==> src/rtl/ifetch_queue.sv <==
// ---------------------------------------------------------------------------
// ifetch_queue
//
// Instruction-fetch stage with a prefetch queue between the synchronous
// instruction ROM and decode. It sequences the PC and issues at most one ROM
// read per cycle, when queue credit allows. It buffers {pc, inst} pairs in a
// DEPTH-entry FIFO and presents the head entry to decode.
//
// Handshake: out_valid/out_ready follow strict valid/ready semantics. The
// head entry transfers on any cycle where both are high. out_valid never
// depends on out_ready. imem_en may depend on out_ready combinationally,
// because a pop in this cycle frees credit for an issue in this cycle.
//
// Optional feature macro: IFETCH_MISALIGN_EN
//   defined   : a redirect to a non-word-aligned target flushes the queue and
//               enters FAULT. FAULT does not issue, holds out_valid=0 and
//               keeps fetch_fault=1 (sticky). FAULT is left only by an
//               aligned redirect or by reset.
//   undefined : redirect_target[1:0] is ignored and fetch_fault is tied 0.
//
// Parameters:
//   DEPTH    - queue entries (power of two, >= 2)
//   RESET_PC - fetch PC after reset (word aligned)
//   IMEM_AW  - ROM word-address width
//
// Ports:
//   clk, rst           - clock; asynchronous active-low reset
//   redirect/_target   - flush all work and restart fetch at the target
//   halt               - level; freezes issue and output while high
//   imem_en/imem_addr  - ROM read request (word address)
//   imem_rdata         - ROM data, valid the cycle after imem_en
//   out_valid/out_ready- decode handshake
//   out_pc/out_inst    - head entry; both read 0 while out_valid=0
//   fetch_fault        - misaligned-redirect fault flag
//   mode_dbg           - registered mode (0=RUN, 1=HALT, 2=FAULT)
// ---------------------------------------------------------------------------
module ifetch_queue #(
  parameter int          DEPTH    = 2,
  parameter logic [31:0] RESET_PC = 32'h0000_0000,
  parameter int          IMEM_AW  = 14
) (
  input  logic               clk,
  input  logic               rst,
  input  logic               redirect,
  input  logic [31:0]        redirect_target,
  input  logic               halt,
  output logic               imem_en,
  output logic [IMEM_AW-1:0] imem_addr,
  input  logic [31:0]        imem_rdata,
  output logic               out_valid,
  input  logic               out_ready,
  output logic [31:0]        out_pc,
  output logic [31:0]        out_inst,
  output logic               fetch_fault,
  output logic [1:0]         mode_dbg
);

  localparam int AW = $clog2(DEPTH);
  localparam int CW = AW + 1;
  localparam logic [CW:0] DEPTH_W = (CW+1)'(DEPTH);

  typedef enum logic [1:0] {
    M_RUN   = 2'd0,
    M_HALT  = 2'd1,
    M_FAULT = 2'd2
  } mode_e;

  mode_e          mode_q, mode_d;
  logic [31:0]    fetch_pc_q, fetch_pc_d;
  logic           req_valid_q, req_valid_d;
  logic [31:0]    req_pc_q, req_pc_d;
  logic [AW-1:0]  rd_ptr_q, rd_ptr_d;
  logic [AW-1:0]  wr_ptr_q, wr_ptr_d;
  logic [CW-1:0]  count_q, count_d;
  logic [31:0]    mem_pc_q   [DEPTH];
  logic [31:0]    mem_pc_d   [DEPTH];
  logic [31:0]    mem_inst_q [DEPTH];
  logic [31:0]    mem_inst_d [DEPTH];

  logic           run_en;
  logic           deq;
  logic           push;
  logic           misalign;
  logic [CW:0]    occ;

  always_comb begin
    // Halt acts in the same cycle it is raised. The mode register only
    // records it, so issue and output track the level directly.
    run_en = (mode_q != M_FAULT) & ~halt;

`ifdef IFETCH_MISALIGN_EN
    misalign = (redirect_target[1:0] != 2'b00);
`else
    misalign = 1'b0;
`endif

    out_valid = (count_q != '0) & run_en;
    deq       = out_valid & out_ready;
    push      = req_valid_q & ~redirect;

    // Credit: queued entries plus the read in flight, minus this cycle's pop,
    // must leave room for one more response.
    occ     = {1'b0, count_q} + (CW+1)'(req_valid_q) - (CW+1)'(deq);
    // The rst term keeps the ROM quiet while reset is held.
    imem_en = rst & run_en & ~redirect & (occ < DEPTH_W);

    imem_addr = fetch_pc_q[IMEM_AW+1:2];
    out_pc    = out_valid ? mem_pc_q[rd_ptr_q]   : 32'h0;
    out_inst  = out_valid ? mem_inst_q[rd_ptr_q] : 32'h0;
`ifdef IFETCH_MISALIGN_EN
    fetch_fault = (mode_q == M_FAULT);
`else
    fetch_fault = 1'b0;
`endif
    mode_dbg = mode_q;

    fetch_pc_d  = fetch_pc_q;
    req_pc_d    = req_pc_q;
    req_valid_d = 1'b0;
    rd_ptr_d    = rd_ptr_q;
    wr_ptr_d    = wr_ptr_q;
    mem_pc_d    = mem_pc_q;
    mem_inst_d  = mem_inst_q;

    if (imem_en) begin
      req_valid_d = 1'b1;
      req_pc_d    = fetch_pc_q;
      fetch_pc_d  = fetch_pc_q + 32'd4;
    end

    if (push) begin
      mem_pc_d[wr_ptr_q]   = req_pc_q;
      mem_inst_d[wr_ptr_q] = imem_rdata;
      wr_ptr_d             = wr_ptr_q + AW'(1);
    end

    if (deq) begin
      rd_ptr_d = rd_ptr_q + AW'(1);
    end

    count_d = count_q + CW'(push) - CW'(deq);

    // Redirect wins over everything else. The in-flight word is dropped
    // because push is already masked above.
    if (redirect) begin
      count_d     = '0;
      rd_ptr_d    = '0;
      wr_ptr_d    = '0;
      req_valid_d = 1'b0;
      fetch_pc_d  = redirect_target & 32'hFFFF_FFFC;
    end

    mode_d = halt ? M_HALT : M_RUN;
    if (mode_q == M_FAULT) begin
      if (!(redirect && !misalign)) begin
        mode_d = M_FAULT;
      end
    end else if (redirect && misalign) begin
      mode_d = M_FAULT;
    end
  end

  always_ff @(posedge clk or negedge rst) begin
    if (!rst) begin
      mode_q      <= M_RUN;
      fetch_pc_q  <= RESET_PC;
      req_valid_q <= 1'b0;
      req_pc_q    <= 32'h0;
      rd_ptr_q    <= '0;
      wr_ptr_q    <= '0;
      count_q     <= '0;
      for (int i = 0; i < DEPTH; i++) begin
        mem_pc_q[i]   <= 32'h0;
        mem_inst_q[i] <= 32'h0;
      end
    end else begin
      mode_q      <= mode_d;
      fetch_pc_q  <= fetch_pc_d;
      req_valid_q <= req_valid_d;
      req_pc_q    <= req_pc_d;
      rd_ptr_q    <= rd_ptr_d;
      wr_ptr_q    <= wr_ptr_d;
      count_q     <= count_d;
      for (int i = 0; i < DEPTH; i++) begin
        mem_pc_q[i]   <= mem_pc_d[i];
        mem_inst_q[i] <= mem_inst_d[i];
      end
    end
  end

endmodule
==> config.mk <==
export PLATFORM = sky130hd
export DESIGN_NAME = ifetch_queue
export DESIGN_NICKNAME = d
export VERILOG_FILES = /design/src/rtl/ifetch_queue.sv
export SDC_FILE = /design/constraint.sdc
export NUM_CORES = 1
export LEC_CHECK = 0
export ABC_AREA = 1
export CORE_ASPECT_RATIO = 0.75
export CORE_MARGIN = 4
export CORE_UTILIZATION = 56
export DETAILED_ROUTE_END_ITERATION = 8
export HOLD_SLACK_MARGIN = 0.08
export PLACE_DENSITY_LB_ADDON = 0.2
export SLEW_MARGIN = 40
export SYNTH_ARGS = -nofsm -noshare
export SYNTH_HDL_FRONTEND = slang
export SYNTH_SLANG_ARGS = --single-unit
==> constraint.sdc <==
create_clock -name clk -period 6.1 [get_ports clk]
set_clock_uncertainty 0.1 [all_clocks]
set_input_delay 1.22 -clock clk [delete_from_list [all_inputs] [get_ports clk]]
set_output_delay 1.22 -clock clk [all_outputs]
set_load 0.01 [all_outputs]
* Word level (Yosys, flattened, before mapping)
Index checks and enable logic that the tools add are counted.
Word-level totals: register bits after elaboration 199, input port bits 69, output and inout bits 83, logic and storage cells 64
Cells by class: reduce and logical (&&, ||, !) cells 5, $add $sub $neg 7, equal/unequal tests 2, mux-type cells 24, bitwise gates (word level) 11, $lt $le $gt $ge 4
Operators by type and width (count):
- $mux W32 | 11
- $bwmux W64 | 2
- $add A32 B3 Y32 const B | 1
- $demux W32 S1 | 1
- $reduce_bool A2 Y1 | 4
- $and A1 B1 Y1 | 7
- $mux W1 | 7
- $mux W2 | 3
- $ge A2 B2 Y1 const B | 2
- $not A1 Y2 | 2
- $add A2 B1 Y3 | 1
- $lt A3 B2 Y1 const B | 1
- $sub A3 B1 Y3 | 1
- $add A1 B1 Y1 const B | 2
- $add A2 B1 Y2 | 1
- $eq A2 B2 Y1 const B | 1
- $lt A2 B1 Y1 const B | 1
- $ne A2 B2 Y1 const B | 1
- $not A1 Y1 | 2
- $sub A2 B1 Y2 | 1
- $logic_and A1 B1 Y1 | 1

* Depth between registers and ports, before layout
Gate-level depths: netlist of the first run.
word-level depth 9, mapped depth 17, depth with buffers taken out 16

* Worst setup path after synthesis of the first run
No wires, ideal clock.
path type input to output, from input port halt, to output port imem_en, setup slack 1.689 ns, arrival time 3.091 ns, cell stages on the path 12, buffers on the path 1, data required time 4.780 ns, cell sequence inv_1 -> nand2_1 -> nor2_1 -> nand2_1 -> nor2_1 -> o21ai_0 -> fa_1 -> nand3_1 -> nor2_1 -> nand2_2 -> inv_2 -> buf_4
Between the ends: word-level cells in the longest chain between the ends 7, elaborated cells between the ends (all ways) 9, those cells by class add/sub (1); order compare (1); bitwise (7)
RTL lines:
- start: declaration | RTL line 46 | input logic halt,
- $not A1 Y1 | RTL line 89 | run_en = (mode_q != M_FAULT) & ~halt;
- $and A1 B1 Y1 | RTL line 89
- $and A1 B1 Y1 | RTL line 97 | out_valid = (count_q != '0) & run_en;
- named net out_valid | RTL line 50 | output logic out_valid,
- $and A1 B1 Y1 | RTL line 98 | deq = out_valid & out_ready;
- $sub A3 B1 Y3 | RTL line 103 | occ = {1'b0, count_q} + (CW+1)'(req_valid_q) - (CW+1)'(deq);
- $lt A3 B2 Y1 | RTL line 105 | imem_en = rst & run_en & ~redirect & (occ < DEPTH_W);
- $and A1 B1 Y1 | RTL line 105
- end: declaration | RTL line 47 | output logic imem_en,
The timed path passes the listed nets, and every way through them passes these cells.

* Final worst setup path of the first run
from input port halt, to output port imem_en
Between the ends: word-level cells in the longest chain between the ends 7, elaborated cells between the ends (all ways) 9, those cells by class add/sub (1); order compare (1); bitwise (7)
RTL lines (RTL line):
- $not A1 Y1 * | 89
- $and A1 B1 Y1 * | 89
- $and A1 B1 Y1 | 97
- $and A1 B1 Y1 | 98
- $sub A3 B1 Y3 | 103
- $lt A3 B2 Y1 | 105
- $and A1 B1 Y1 * | 105
Every way passes the cells marked *; elsewhere a longest branch is shown, timed or not.

==> impl_metrics.tcl, run 1 <==
set metrics [dict create \
    status "finished clean" \
    grt_setup_unrepaired "false" \
    end_kind "output port" \
    dpl.cell_count 1487 \
    rrSetupSlack_ns 2.83 \
    clkTransAtPathRegs_ns 0.06 \
    required_ns 4.78 \
    cpLargestDelayFamily "buffers and inverters" \
    p_total_mw 3.472 \
    post-cts-setup-buffers 0 \
    finalNetCount 1369 \
    diodes 0 \
    fin_cells 1519 \
    critPathLaunch "halt" \
    setup_tns_ns 0 \
    avgViaCountPerCell 5.192 \
    fmax_mhz 191.6 \
    syn_avg_cell_area_um2 7.701 \
    fp.coreArea_mm2 0.01607 \
    start_util_pct 57.33 \
    cts_hold_buf 0 \
    grt_pass1_vias 7251 \
    max_slew.worst_pin.slew_ns 0.8074 \
    synth_most_common_cell "nand2_1" \
    setup_violations 0 \
    num_rows 40 \
    die_h_um 119.1 \
    fin_crit_ns 5.219 \
    worstSetupPathType "in -> out" \
    wl_per_cell_um 14.34 \
    cts_buffers 17 \
    final_util_pct 69.91 \
    critPathSlowestCell "clkdlybuf4s50_1" \
    hp-class "reg -> reg" \
    drv_slew 0 \
    relSlewSlack_pct 46.17 \
    slowest_delay_ns 0.55 \
    synth_area_leaders "dfrtp_1 (52%), nand2_1 (18%), o21ai_0 (6.1%)" \
    synth_cell_types 27 \
    grt_max_degree 125 \
    synth_top_area_cell "dfrtp_1" \
    initialDrtViolationCount 725 \
    ys_seq_area_share_pct 51.90 \
    hold_viol_final 0 \
    route.detailed.drc 0 \
    reg2reg_depth 17 \
    synth_edf_count 0 \
    dieWidth_um 156.1 \
    worstSkewPairLatency_ns 0.43 \
    die_area_mm2 0.01858 \
    arrival_ns 3.90 \
    yosys_warnings 0 \
    yosys-top-cells-count "nand2_1 (437), dfrtp_1 (191), inv_1 (118)" \
    critPathBufInv 4 \
    netlist_instances 1196 \
    power.density_mw_per_mm2 309.1 \
    grt_overflow 0 \
    synth_top_cell_area_share_pct 51.90 \
    worstPathMaxFanout 4 \
    max-cap-violations 0 \
    cp.depth 13 \
    syn2layout_area_growth_pct 21.94 \
    yosys_most_used_dff "dfrtp_1" \
    worst_hold_slack_ns 0.3855 \
    dr_total_vias 7886 \
    ir_worst_vdd_v 0.0001852 \
    period_share_pct 85.57 \
    worst_setup_path_start_kind "input port" \
    firstDrtPassIters 5 \
    grt_use_total_pct 23.66 \
    routed_wl_um 21790 \
    grt_pass1_wl_um 35760 \
    htreeDepth 4 \
    p_leak_nw 5.236 \
    n_fill_cell 1342 \
    drtAntennaViolNets 0 \
    cts_resized 0 \
    pin_count 152 \
    numClockSinks 191 \
    endpoint "imem_en" \
    numPortBuffers 146 \
    r2r-start "mode_dbg[0]" \
    root_buffer "clkbuf_16" \
    crit_chain "clkdlybuf4s50_1 > inv_1 > nand2_1 > nor2_1 > nand2_1 > nor2_1 > o21ai_0 > fa_1 > nand3_1 > nor2_1 > nand2_2 > inv_2 > clkdlybuf4s50_1" \
    cts_tree "done" \
    r2r-end "fetch_pc_q[11]" \
    async_flop_share_pct 100.0 \
    drive_gt1_share_pct 4.660 \
    gp_congestion 0.9203 \
    synth-seq-cells 191 \
    syn_area_mm2 0.009210 \
    cts_buffer_depth 2 \
    crit_top_cell "nor2_1" \
    antenna_found_initial 0 \
    dpl.hpwl_um 14070 \
]
## cells in the final DEF, fill, tap and decap left out
cell type,instances
xor2_1,7
inv_2,4
nand2_1,437
xnor2_1,2
buf_4,8
conb_1,3
nor2_2,1
fa_1,1
bufinv_16,3
nand3_1,63
nand2_2,5
and2_1,3
dfrtp_1,190
clkinv_4,4
clkbuf_1,2
clkbuf_16,17
inv_1,118
or2_4,1
buf_12,1
clkdlybuf4s50_1,145
clkinvlp_4,2
o21ai_2,3
o211ai_1,3
inv_6,2
o21ai_1,49
ha_1,3
clkinv_2,2
o21ai_0,112
nand3_4,1
nor2_1,47
or2_2,1
buf_6,4
clkbuf_8,1
a21oi_1,63
dfrtp_2,1
## sequential cells by signal, indices dropped and copies added (netlist names)
signal	count
fetch_pc_q	30
count_q	2
wr_ptr_q	1
mode_dbg	2
mem_inst_q	64
req_valid_q	1
mem_pc_q	60
req_pc_q	30
rd_ptr_q	1
## metal layers
metal / GRT usage (%) / share of wire (%) / vias up
li1: - / - / 3943
met1: 35.88 / 46 / 3668
met2: 34.98 / 45 / 260
met3: 5.013 / 7.6 / 15
met4: 5.631 / 0.74 / 0
met5: 0 / 0 / -
## area by class of cell
type	count	area, µm²	area share (%)
clock buffers	20	446.7	3.977
clock inverters	12	158.9	1.415
inverters	123	466.7	4.156
multi-input cells	805	3538	31.51
flip-flops and latches	191	4781	42.57
well taps	210	262.8	2.340
repair buffers	158	1577	14.04
## stage by stage
stage | area (µm²) | worst slack, ns
detailed placement | 10630 | 0.8916
CTS | 11230 | 0.8623
finish | 11230 | 0.8805
global placement | 10590 | 0.9436
floorplan | 9218 | 1.689
global route | 11230 | 0.6504
## kinds of logic (layout without fill, tap and decap cells)
| family | count (synthesis) | count (layout) | synth area share (%) |
|---|---|---|---|
| fa+ha+maj | 4 | 4 | 0.6250 |
| buf+inv | 202 | 313 | 9.931 |
| compound gates | 230 | 230 | 12.70 |
| flops | 191 | 191 | 51.90 |
| other cells | 1 | 3 | 0.04072 |
| xor+xnor | 9 | 9 | 0.8559 |
| simple gates | 559 | 559 | 23.95 |
## report_power, final
| part | switching, mW | internal [mW] |
|---|---|---|
| registers | 0.172 | 1.54 |
| logic | 0.353 | 0.275 |
| clock network | 0.471 | 0.659 |
| total | 0.996 | 2.48 |
## worst reg2reg max path, stage by stage, from the launching register on
cell	delay (ns)
dfrtp_1	0.36
inv_1	0.04
nand2_1	0.07
nand2_1	0.08
nor2_1	0.20
nand2_1	0.15
inv_1	0.10
nor2_1	0.04
o21ai_0	0.19
fa_1	0.45
nand3_1	0.09
nor2_1	0.06
nand2_2	0.08
buf_4	0.57
nand2_2	0.19
inv_2	0.25
nand2_1	0.09
nand3_1	0.09
## worst min path at each step
stage	from	endpoint	slack (ns)	cells after the start
final	mem_inst_q[0]	mem_inst_q[0]	0.39	2
after global routing	mem_pc_q[24]	mem_pc_q[24]	0.41	2
after CTS	mem_pc_q[21]	mem_pc_q[21]	0.39	2
after detailed placement	mem_inst_q[10]	mem_inst_q[10]	0.37	2
after global placement	mem_inst_q[21]	mem_inst_q[21]	0.37	2
after floorplan	mem_inst_q[30]	mem_inst_q[30]	0.35	2
(Power assumes the default switching activity.)
==> run 2, diff against run 1 <==
--- a/config.mk
+++ b/config.mk
@@ -8,7 +8,7 @@
 export ABC_AREA = 1
 export CORE_ASPECT_RATIO = 0.75
 export CORE_MARGIN = 4
-export CORE_UTILIZATION = 56
+export CORE_UTILIZATION = 58
 export DETAILED_ROUTE_END_ITERATION = 8
 export HOLD_SLACK_MARGIN = 0.08
 export PLACE_DENSITY_LB_ADDON = 0.2
==> constraint.sdc (replaced) <==
create_clock -name clk -period 6.8 [get_ports clk]
set_clock_uncertainty 0.1 [all_clocks]
set_input_delay 1.36 -clock clk [delete_from_list [all_inputs] [get_ports clk]]
set_output_delay 1.36 -clock clk [all_outputs]
set_load 0.01 [all_outputs]
==> run 2 against run 1 <==
Compared with the run above:
- count of clock-buffer cells in the layout shrank 1
- worst setup slack gained 0.42 ns
- flip-flop and latch count did not move
- die area decreased by 3.2%
- combinational power shrank 9.9%
- sequential power fell by 11%
- first-iteration DRC count fell by 3.9%
- design area about the same
- non-clock buffer count fell by 1
- total power decreased by 9.1%
- via count fell by 0.51%
- critical endpoint unchanged
- largest power group unchanged
- highest routed layer unchanged
==> impl_metrics.tcl, run 2 (synthesis results as in run 1) <==
set metrics [dict create \
    hold_viol_final 0 \
    wl_per_cell_um 14.32 \
    setup_violations 0 \
    required_ns 5.34 \
    largest_register_ffs 64 \
    clkTransAtPathRegs_ns 0.07 \
    placed_area_mm2 0.01061 \
    numPortBuffers 146 \
    cts_buffer_depth 2 \
    grt_use_total_pct 24.41 \
    worstPathMaxFanout 4 \
    post-cts-setup-buffers 0 \
    routed_wl_um 21670 \
    end_kind "output port" \
    htreeDepth 4 \
    crit_chain "clkdlybuf4s50_1 > inv_1 > nand2_1 > nor2_1 > nand2_1 > nor2_1 > o21ai_0 > fa_1 > nand3_1 > nor2_1 > nand2_2 > inv_2 > clkdlybuf4s50_1" \
    ir_worst_vdd_v 0.0001775 \
    critPathSlowestCell "clkdlybuf4s50_1" \
    period_share_pct 80.82 \
    power.density_mw_per_mm2 280.6 \
    final_cell_area_mm2 0.01124 \
    final_cell_mix "nand2_1 (437), dfrtp_1 (190), clkdlybuf4s50_1 (145), inv_1 (118), o21ai_0 (112)" \
    drv_slew 0 \
    top_regs "mem_inst_q x64, mem_pc_q x60" \
    grt_pass1_vias 7292 \
    drtAntennaViolNets 0 \
    gp_congestion 0.9127 \
    die_area_mm2 0.01798 \
    critPathBufInv 4 \
    top_register "mem_inst_q" \
    p_total_mw 3.155 \
    relSlewSlack_pct 47.50 \
    p_leak_nw 5.248 \
    max-cap-violations 0 \
    worst_hold_slack_ns 0.3851 \
    syn2layout_area_growth_pct 22.05 \
    cts_buffers 17 \
    cts_tree "done" \
    arrival_ns 4.04 \
    hp-class "reg -> reg" \
    grt_max_degree 125 \
    worst_setup_path_start_kind "input port" \
    dr_total_vias 7846 \
    pin_count 152 \
    root_buffer "clkbuf_16" \
    max_slew.worst_pin.slew_ns 0.7863 \
    grt_setup_unrepaired "false" \
    fmax_mhz 182.0 \
    worstSkewPairLatency_ns 0.42 \
    antenna_found_initial 0 \
    layout_setup_ws_ns 1.304 \
    dieWidth_um 153.5 \
    cts_hold_buf 0 \
    layout_commonest_cell "nand2_1" \
    dpl.hpwl_um 14000 \
    cpLargestDelayFamily "buffers and inverters" \
    status "finished clean" \
    route.detailed.drc 0 \
    num_rows 39 \
    n_fill_cell 1189 \
    avgViaCountPerCell 5.186 \
    crit_top_cell "nor2_1" \
    start_util_pct 59.73 \
    finalNetCount 1368 \
    setup_tns_ns 0 \
    fp.coreArea_mm2 0.01542 \
    diodes 0 \
    drive_gt1_share_pct 4.664 \
    slowest_delay_ns 0.54 \
    cts_resized 0 \
    worstSetupPathType "in -> out" \
    die_h_um 117.1 \
    grt_overflow 0 \
    firstDrtPassIters 5 \
    multi_input_area_mm2 0.003538 \
    fin_crit_ns 5.496 \
    regArea_mm2 0.004781 \
    numClockSinks 191 \
    initialDrtViolationCount 697 \
    post-place-ws_ns 1.311 \
    grt_pass1_wl_um 35540 \
]
## run 2: changes by cell type in the layout (fill, tap and decap cells not counted), sizes merged
cell / delta
bufinv: +1
buf: -1
clkbuf: -1
clkinvlp: -1
clkinv: +1
## run 2: per-layer routing
layer | vias up | share of wire [%] | track usage [%] | wire length, µm
li1 | 3937 | - | - | -
met1 | 3639 | 47 | 35.73 | 10110
met2 | 257 | 45 | 38.13 | 9825
met3 | 13 | 7.2 | 5.329 | 1566
met4 | 0 | 0.77 | 5.471 | 167
met5 | - | 0 | 0 | 0
## run 2: power by group
group / internal (mW) / switching (mW) / total (mW) / leakage [nW]
clock: 0.628 / 0.427 / 1.05 / 0.308
combinational: 0.246 / 0.319 / 0.566 / 2.46
sequential: 1.38 / 0.151 / 1.53 / 2.48
## run 2: metrics by stage
| stage | util (%) | instances |
|---|---|---|
| after detailed placement | 68.82 | 1481 |
| after global placement | 68.61 | 1480 |
| final | 72.90 | 1513 |
| after CTS | 72.90 | 1513 |
| after floorplan | - | 1198 |
| after global routing | 72.90 | 1513 |
## run 2: worst paths after layout
path	endpoint	startpoint	depth (start not counted)	slack, ns
worst max-delay path	imem_en	halt	13	1.30
worst min-delay path	mem_inst_q[28]	mem_inst_q[28]	2	0.39
worst max register to register	fetch_pc_q[18]	mode_dbg[1]	16	3.57
worst min register to register	mem_inst_q[28]	mem_inst_q[28]	2	0.39
max in group asynchronous	rd_ptr_q	rst	3	4.19
min in group asynchronous	fetch_pc_q[7]	rst	1	0.70
## run 2: tightest hold or removal path: stages, from the launching register on
cell and delay [ns]:
dfrtp_1 0.34, nand2_1 0.05, o21ai_0 0.06
## run 2: layout make-up
type | instances | share of cell area (%)
clock inverter | 13 | 1.659
timing repair buffer | 157 | 13.96
tap | 205 | 2.282
inverter | 123 | 4.152
multi-input combinational | 805 | 31.48
sequential | 191 | 42.53
clock buffer | 19 | 3.940
